[src/rtl/mem_access_if.sv]
// Bundle between the MEM stage, the data cache and the load/store unit.
// Unit outputs change only from its own state and same-cycle inputs; dc_req stays high until dc_ready.
interface mem_access_if #(
  parameter int DW = 32
);
  logic          mem_read;
  logic          mem_write;
  logic [2:0]    funct3;
  logic [DW-1:0] addr;
  logic [DW-1:0] store_data;
  logic          Istall;
  logic          dc_ready;
  logic [DW-1:0] dc_rdata;
  logic          dc_req;
  logic          dc_we;
  logic [DW-1:0] dc_addr;
  logic [DW-1:0] dc_wdata;
  logic [3:0]    dc_be;
  logic [DW-1:0] Dcache_out_ext;
  logic          Dstall;
  logic          misalign;

  modport slave (
    input  mem_read, mem_write, funct3, addr, store_data, Istall, dc_ready, dc_rdata,
    output dc_req, dc_we, dc_addr, dc_wdata, dc_be, Dcache_out_ext, Dstall, misalign
  );

  modport master (
    output mem_read, mem_write, funct3, addr, store_data, Istall, dc_ready, dc_rdata,
    input  dc_req, dc_we, dc_addr, dc_wdata, dc_be, Dcache_out_ext, Dstall, misalign
  );
endinterface

[src/rtl/mem_access_unit.sv]
// MEM-stage load/store unit: checks size/alignment, issues one cache access per
// instruction, stalls the pipeline until dc_ready and extends load data.
module mem_access_unit #(
  parameter int DW = 32
) (
  input  logic       clk,
  input  logic       rst,
  mem_access_if.slave bus,
  output logic [1:0] state_dbg   // 0 IDLE, 1 ACCESS, 2 DONE
);
  typedef enum logic [1:0] {IDLE = 2'd0, ACCESS = 2'd1, DONE = 2'd2} state_e;

  state_e        state_q, state_d;
  logic          we_q, we_d;
  logic [DW-1:0] addr_q, addr_d;
  logic [DW-1:0] wdata_q, wdata_d;
  logic [DW-1:0] result_q, result_d;
  logic [3:0]    be_q, be_d;
  logic [2:0]    f3_q, f3_d;
  logic [1:0]    off_q, off_d;

  logic          is_mem, is_store, f3_legal, aligned, valid;
  logic [3:0]    be_new;
  logic [DW-1:0] wdata_new, load_ext;
  logic [7:0]    byte_sel;
  logic [15:0]   half_sel;

  always_comb begin
    is_mem   = bus.mem_read | bus.mem_write;
    is_store = bus.mem_write;   // read+write together is treated as a store
    case (bus.funct3)
      3'b000, 3'b001, 3'b010: f3_legal = 1'b1;
      3'b100, 3'b101:         f3_legal = ~is_store;
      default:                f3_legal = 1'b0;
    endcase
    case (bus.funct3[1:0])
      2'b01:   aligned = ~bus.addr[0];
      2'b10:   aligned = (bus.addr[1:0] == 2'b00);
      default: aligned = 1'b1;
    endcase
    valid = is_mem & f3_legal & aligned;

    be_new    = 4'b1111;
    wdata_new = '0;
    if (is_store) begin
      case (bus.funct3[1:0])
        2'b00: begin
          be_new    = 4'b0001 << bus.addr[1:0];
          wdata_new = {(DW/8){bus.store_data[7:0]}};
        end
        2'b01: begin
          be_new    = 4'b0011 << {bus.addr[1], 1'b0};
          wdata_new = {(DW/16){bus.store_data[15:0]}};
        end
        default: begin
          be_new    = 4'b1111;
          wdata_new = bus.store_data;
        end
      endcase
    end
  end

  // Lane selection uses the offset captured at issue, not the live address.
  always_comb begin
    byte_sel = bus.dc_rdata[8*off_q +: 8];
    half_sel = bus.dc_rdata[16*off_q[1] +: 16];
    case (f3_q)
      3'b000:  load_ext = {{(DW-8){byte_sel[7]}}, byte_sel};
      3'b100:  load_ext = {{(DW-8){1'b0}}, byte_sel};
      3'b001:  load_ext = {{(DW-16){half_sel[15]}}, half_sel};
      3'b101:  load_ext = {{(DW-16){1'b0}}, half_sel};
      default: load_ext = bus.dc_rdata;
    endcase
  end

  always_comb begin
    state_d            = state_q;
    we_d               = we_q;
    addr_d             = addr_q;
    wdata_d            = wdata_q;
    result_d           = result_q;
    be_d               = be_q;
    f3_d               = f3_q;
    off_d              = off_q;
    bus.dc_req         = 1'b0;
    bus.dc_we          = 1'b0;
    bus.dc_addr        = addr_q;
    bus.dc_wdata       = wdata_q;
    bus.dc_be          = 4'b0000;
    bus.Dstall         = 1'b0;
    bus.misalign       = 1'b0;
    bus.Dcache_out_ext = '0;
    case (state_q)
      IDLE: begin
        bus.dc_addr  = {bus.addr[DW-1:2], 2'b00};
        bus.dc_wdata = wdata_new;
        if (valid) begin
          bus.dc_req = 1'b1;
          bus.dc_we  = is_store;
          bus.dc_be  = be_new;
          bus.Dstall = 1'b1;
          state_d    = ACCESS;
          we_d       = is_store;
          addr_d     = {bus.addr[DW-1:2], 2'b00};
          wdata_d    = wdata_new;
          be_d       = be_new;
          f3_d       = bus.funct3;
          off_d      = bus.addr[1:0];
        end else if (is_mem) begin
          bus.misalign = 1'b1;
        end
      end
      ACCESS: begin
        bus.dc_req = 1'b1;
        bus.dc_we  = we_q;
        bus.dc_be  = be_q;
        bus.Dstall = 1'b1;
        if (bus.dc_ready) begin
          result_d = we_q ? '0 : load_ext;
          state_d  = DONE;
        end
      end
      DONE: begin
        bus.Dcache_out_ext = result_q;
        // Leave only when the pipeline advances, so the instruction is not re-issued.
        if (!bus.Istall) state_d = IDLE;
      end
      default: state_d = IDLE;
    endcase
    // Outputs stay quiet for the whole reset pulse, even with a load still presented.
    if (rst) begin
      bus.dc_req         = 1'b0;
      bus.dc_we          = 1'b0;
      bus.dc_be          = 4'b0000;
      bus.Dstall         = 1'b0;
      bus.misalign       = 1'b0;
      bus.Dcache_out_ext = '0;
    end
  end

  always_ff @(posedge clk or posedge rst) begin
    if (rst) begin
      state_q  <= IDLE;
      we_q     <= 1'b0;
      addr_q   <= '0;
      wdata_q  <= '0;
      result_q <= '0;
      be_q     <= 4'b0000;
      f3_q     <= 3'b000;
      off_q    <= 2'b00;
    end else begin
      state_q  <= state_d;
      we_q     <= we_d;
      addr_q   <= addr_d;
      wdata_q  <= wdata_d;
      result_q <= result_d;
      be_q     <= be_d;
      f3_q     <= f3_d;
      off_q    <= off_d;
    end
  end

  assign state_dbg = state_q;
endmodule

[src/flat_wrapper.sv]
// flat-port wrapper written by rule: the top's interface ports become plain ports
module mem_access_unit_flat 
#(
  parameter int DW = 32
)
  (clk, rst, state_dbg, bus_mem_read, bus_mem_write, bus_funct3, bus_addr, bus_store_data, bus_Istall, bus_dc_ready, bus_dc_rdata, bus_dc_req, bus_dc_we, bus_dc_addr, bus_dc_wdata, bus_dc_be, bus_Dcache_out_ext, bus_Dstall, bus_misalign);
  mem_access_if #(.DW(DW)) bus_i ();
  input  logic clk;
  input  logic rst;
  output logic [1:0] state_dbg;
  input wire logic [$bits(bus_i.mem_read)-1:0] bus_mem_read;
  input wire logic [$bits(bus_i.mem_write)-1:0] bus_mem_write;
  input wire logic [$bits(bus_i.funct3)-1:0] bus_funct3;
  input wire logic [$bits(bus_i.addr)-1:0] bus_addr;
  input wire logic [$bits(bus_i.store_data)-1:0] bus_store_data;
  input wire logic [$bits(bus_i.Istall)-1:0] bus_Istall;
  input wire logic [$bits(bus_i.dc_ready)-1:0] bus_dc_ready;
  input wire logic [$bits(bus_i.dc_rdata)-1:0] bus_dc_rdata;
  output wire logic [$bits(bus_i.dc_req)-1:0] bus_dc_req;
  output wire logic [$bits(bus_i.dc_we)-1:0] bus_dc_we;
  output wire logic [$bits(bus_i.dc_addr)-1:0] bus_dc_addr;
  output wire logic [$bits(bus_i.dc_wdata)-1:0] bus_dc_wdata;
  output wire logic [$bits(bus_i.dc_be)-1:0] bus_dc_be;
  output wire logic [$bits(bus_i.Dcache_out_ext)-1:0] bus_Dcache_out_ext;
  output wire logic [$bits(bus_i.Dstall)-1:0] bus_Dstall;
  output wire logic [$bits(bus_i.misalign)-1:0] bus_misalign;
  assign bus_i.mem_read = bus_mem_read;
  assign bus_i.mem_write = bus_mem_write;
  assign bus_i.funct3 = bus_funct3;
  assign bus_i.addr = bus_addr;
  assign bus_i.store_data = bus_store_data;
  assign bus_i.Istall = bus_Istall;
  assign bus_i.dc_ready = bus_dc_ready;
  assign bus_i.dc_rdata = bus_dc_rdata;
  assign bus_dc_req = bus_i.dc_req;
  assign bus_dc_we = bus_i.dc_we;
  assign bus_dc_addr = bus_i.dc_addr;
  assign bus_dc_wdata = bus_i.dc_wdata;
  assign bus_dc_be = bus_i.dc_be;
  assign bus_Dcache_out_ext = bus_i.Dcache_out_ext;
  assign bus_Dstall = bus_i.Dstall;
  assign bus_misalign = bus_i.misalign;
  mem_access_unit #(.DW(DW)) u_core (.clk(clk), .rst(rst), .bus(bus_i), .state_dbg(state_dbg));
endmodule
[config.mk]
export PLATFORM = sky130hd
export DESIGN_NAME = mem_access_unit_flat
export DESIGN_NICKNAME = d
export VERILOG_FILES = /design/src/rtl/mem_access_if.sv /design/src/rtl/mem_access_unit.sv /design/src/flat_wrapper.sv
export SDC_FILE = /design/constraint.sdc
export NUM_CORES = 1
export LEC_CHECK = 0
export CAP_MARGIN = 30
export CORE_MARGIN = 2
export CORE_UTILIZATION = 50
export CTS_CLUSTER_SIZE = 28
export DETAILED_ROUTE_END_ITERATION = 10
export PLACE_DENSITY = 0.94
export SLEW_MARGIN = 20
export SYNTH_ARGS = -nofsm -noshare
export SYNTH_HDL_FRONTEND = slang
export SYNTH_SLANG_ARGS = --single-unit
[constraint.sdc]
create_clock -name clk -period 8.1 [get_ports clk]
set_clock_uncertainty 0.15 [all_clocks]
set_input_delay 1.215 -clock clk [delete_from_list [all_inputs] [get_ports clk]]
set_output_delay 1.215 -clock clk [all_outputs]
set_load 0.02 [all_outputs]
==> results by group <==
Run status
  • Status: finished, final reports clean

Finish
  • Commonest non-fill, non-tap cell in the layout: clkdlybuf4s50_1
  • Layout fillers: 910
  • Layout area overhead: 37.9%
  • Share of cells above drive strength 1: 9.77%
  • Total inserted antenna cells: 0
  • Most frequent cells in the layout: 208 x clkdlybuf4s50_1, 166 x nand2_1, 106 x dfrtp_1, 50 x mux2_2, 40 x inv_1
  • Final net count: 963

Floorplanning
  • I/O pin total: 211
  • Initial core utilization: 51.7%
  • Core ar.: 12100 µm²
  • DIE AREA: 13400 µm²
  • Chip Width: 116 µm
  • Die H: 116 µm
  • Site Rows: 40

Yosys
  • Commonest register cell after synthesis: dfrtp_1
  • Main combinational cell family by area after synthesis: simple AND/OR/NAND/NOR gates
  • Yosys warns: 0
  • Post-synthesis xor/xnor area fraction: 0%
  • Post-synth EDFFs: 0
  • Synthesized instance count: 679
  • Adder-cell share of the synthesized area: 0.600%
  • Post-synthesis mux area share: 16.2%
  • Synth Area in Simple Gates: 18.7%
  • Area fraction in compound gates after synthesis: 14.2%
  • Yosys top cell area share: 42.4%
  • Synth unique cells: 46
  • Synth Register Bits: 106
  • Post-Syn Area per Cell: 9.22 µm²
  • Post-Syn Area: 6260 µm²
  • Seq/Total Area, Yosys: 42.4%
  • Largest cells by area after synthesis: dfrtp_1 42%, nand2_1 10%, mux2_2 9.0%
  • Synth area leader: dfrtp_1
  • Post-synth ARST share: 100%

GRT
  • Vias in the first global route: 5481
  • Largest net degree at the start of global routing: 67
  • Initial antenna violation count: 0
  • First-pass GRT wire length: 27.6 mm
  • Aggregate global-route resource usage: 26.1%
  • GRT Residual Overflow: 0

Placed design
  • Post-DP HPWL: 12.8 mm
  • Number of I/O port buffers: 208
  • Pre-CTS setup slack: 2.79 ns
  • Gpl congestion: 0.835

Worst setup path
  • Worst path arrival time: 3.97 ns
  • Crit Path Category: input port to output pin
  • Setup crit end kind: output pin
  • Reg2reg setup slack: 5.57 ns
  • Crit Reg-Reg Startpoint: u_core.state_dbg[1]
  • Reg-to-Reg End: u_core.off_q[0]
  • Startpoint types: input port
  • Top fanout value on the critical path: 40
  • Worst r2r path cells: 4
  • CP required: 6.73 ns

STA
  • Max-slew headroom: 38.5%
  • Slew of the pin with the lowest slew margin: 0.923 ns
  • Sum Neg Setup Slack: 0 ns
  • Final slew viol count: 0
  • Finish-stage setup viols: 0
  • Tmin final: 5.33 ns
  • Final worst slack: 2.77 ns
  • Final Hold Viols: 0
  • RSZ-0062 raised after global routing: false
  • Max Freq: 0.188 GHz
  • Final Cycle Share: 65.8%

Hold path
  • Hold EP: u_core.result_q[5]
  • Worst Hold Depth: 2
  • Hold Crit Start: u_core.result_q[5]
  • Hold WC Path Type: flop to flop

Clocking
  • TritonCTS Sinks: 106
  • CTS resizes: 0
  • Clk slew on worst S/H paths: 0.07 ns
  • Worst-Skew Late Latency: 0.34 ns
  • CTS Buffer Depth: 2
  • Htree depth: 3
  • CTS root buffer: clkbuf_16
  • CTS buffer count: 9
  • TritonCTS clock tree: built
  • Post-CTS Repair Setup Buffers: 0
  • Post-CTS Hold Buffers: 0

Route
  • Routed WL: 17.7 mm
  • DRT antenna net count: 0
  • Iteration-0 DRC count of the detailed router: 537
  • DR pass1 iterations: 5
  • Routed WL per cell: 17.2 µm
  • # DRC: 0
  • Vias per cell: 5.54
  • Vias: 5697

Pwr
  • Comb pwr share: 44.3%
  • Sequential Power Share: 36.9%
  • Pwr/cell area: 296 nW/µm²
  • Switching power: 0.961 mW
  • Clock power frac: 18.7%
  • Pint: 1.60 mW
  • VDD IR max: 0.166 mV
  • Lkg Pwr: 3.66 nW
  • Switching share of power: 37.6%

Job
  • Max Cap Viol: 0
## power groups by stage
stage | Combinational (mW) | Sequential (mW) | Clock (mW)
after floorplan | 0.787 | 0.863 | 0
after CTS | 1.14 | 0.940 | 0.484
after global placement | 1.10 | 0.936 | 0
final | 1.13 | 0.945 | 0.479
after global routing | 1.23 | 0.976 | 0.502
after detailed placement | 1.13 | 0.947 | 0
## synthesized netlist by cell type (3+ instances only)
cell type / count
buf_6: 6
a221o_1: 25
a32o_1: 4
nand2b_1: 13
nand3_1: 4
buf_2: 16
o21ai_0: 36
and2_1: 39
o41ai_1: 5
o22ai_1: 3
o21a_1: 3
ha_1: 3
buf_4: 4
nor3_1: 3
o21ai_1: 20
mux2_2: 50
a21o_1: 3
mux2i_1: 34
nor2b_1: 6
mux4_2: 3
nand2_1: 166
nor2_1: 16
a21oi_1: 16
o32ai_1: 5
inv_1: 41
buf_12: 4
dfrtp_1: 106
clkbuf_1: 22
mux2_1: 4
## state kept, by name, summed over array words and instances (netlist names)
signal / flops
u_core.off_q: 2
u_core.f3_q: 3
u_core.we_q: 1
u_core.addr_q: 30
u_core.result_q: 32
u_core.state_dbg: 2
u_core.be_q: 4
u_core.wdata_q: 32
## critical path, cell delays in order
cell	delay, ns
clkdlybuf4s50_1	0.45
inv_1	0.10
ha_1	0.43
a2bb2oi_1	0.31
o211a_4	0.55
a32o_1	0.27
clkdlybuf4s50_1	0.62
## layer usage
layer	global-route usage [%]	routed length (µm)	vias to the layer above
met3	6.43	1560	29
li1	-	-	2659
met5	0	0	-
met1	33.3	7290	2757
met4	8.41	308	0
met2	43.9	8550	252
## worst max path at each step
stage,startpoint,cells past startpoint,to,slack [ns]
6_report,bus_funct3[0],7,bus_dc_we,2.77
5_1_grt,bus_funct3[0],7,bus_dc_we,2.53
4_1_cts,bus_funct3[0],7,bus_dc_we,2.77
3_5_place_dp,bus_funct3[0],7,bus_dc_we,2.79
3_3_place_gp,bus_funct3[0],7,bus_dc_we,2.86
2_1_floorplan,rst,4,bus_Dcache_out_ext[10],2.42
## logic make-up (layout without fill, tap and decap cells)
group | after synthesis | after routing
and+or+nand+nor | 256 | 256
AOI/OAI and AO/OA | 129 | 129
DFF | 106 | 106
buffers and inverters | 93 | 273
muxes | 91 | 91
adders and majority gates | 3 | 3
other | 1 | 2
## stage by stage
stage	area [µm²]	hold slack [ns]	total power [mW]	cells	utilization, %
final	8630	0.327	2.56	1028	71.3
after global routing	8630	0.349	2.71	1028	71.3
after CTS	8620	0.331	2.56	1027	71.2
after detailed placement	8300	0.311	2.08	1011	68.5
after global placement	8270	0.304	2.04	1010	68.3
after floorplan	6260	0.285	1.65	680	-
## area by class of cell
| class | count | area, µm² | area share [%] |
|---|---|---|---|
| clock buffers | 12 | 246 | 2.86 |
| repair buffers | 216 | 2160 | 25.1 |
| inverters | 41 | 156 | 1.81 |
| clock inverters | 4 | 75.1 | 0.870 |
| well taps | 168 | 210 | 2.44 |
| flip-flops and latches | 106 | 2650 | 30.7 |
| multi-input cells | 481 | 3130 | 36.2 |
Note: power is estimated with default switching activity, not from simulation.
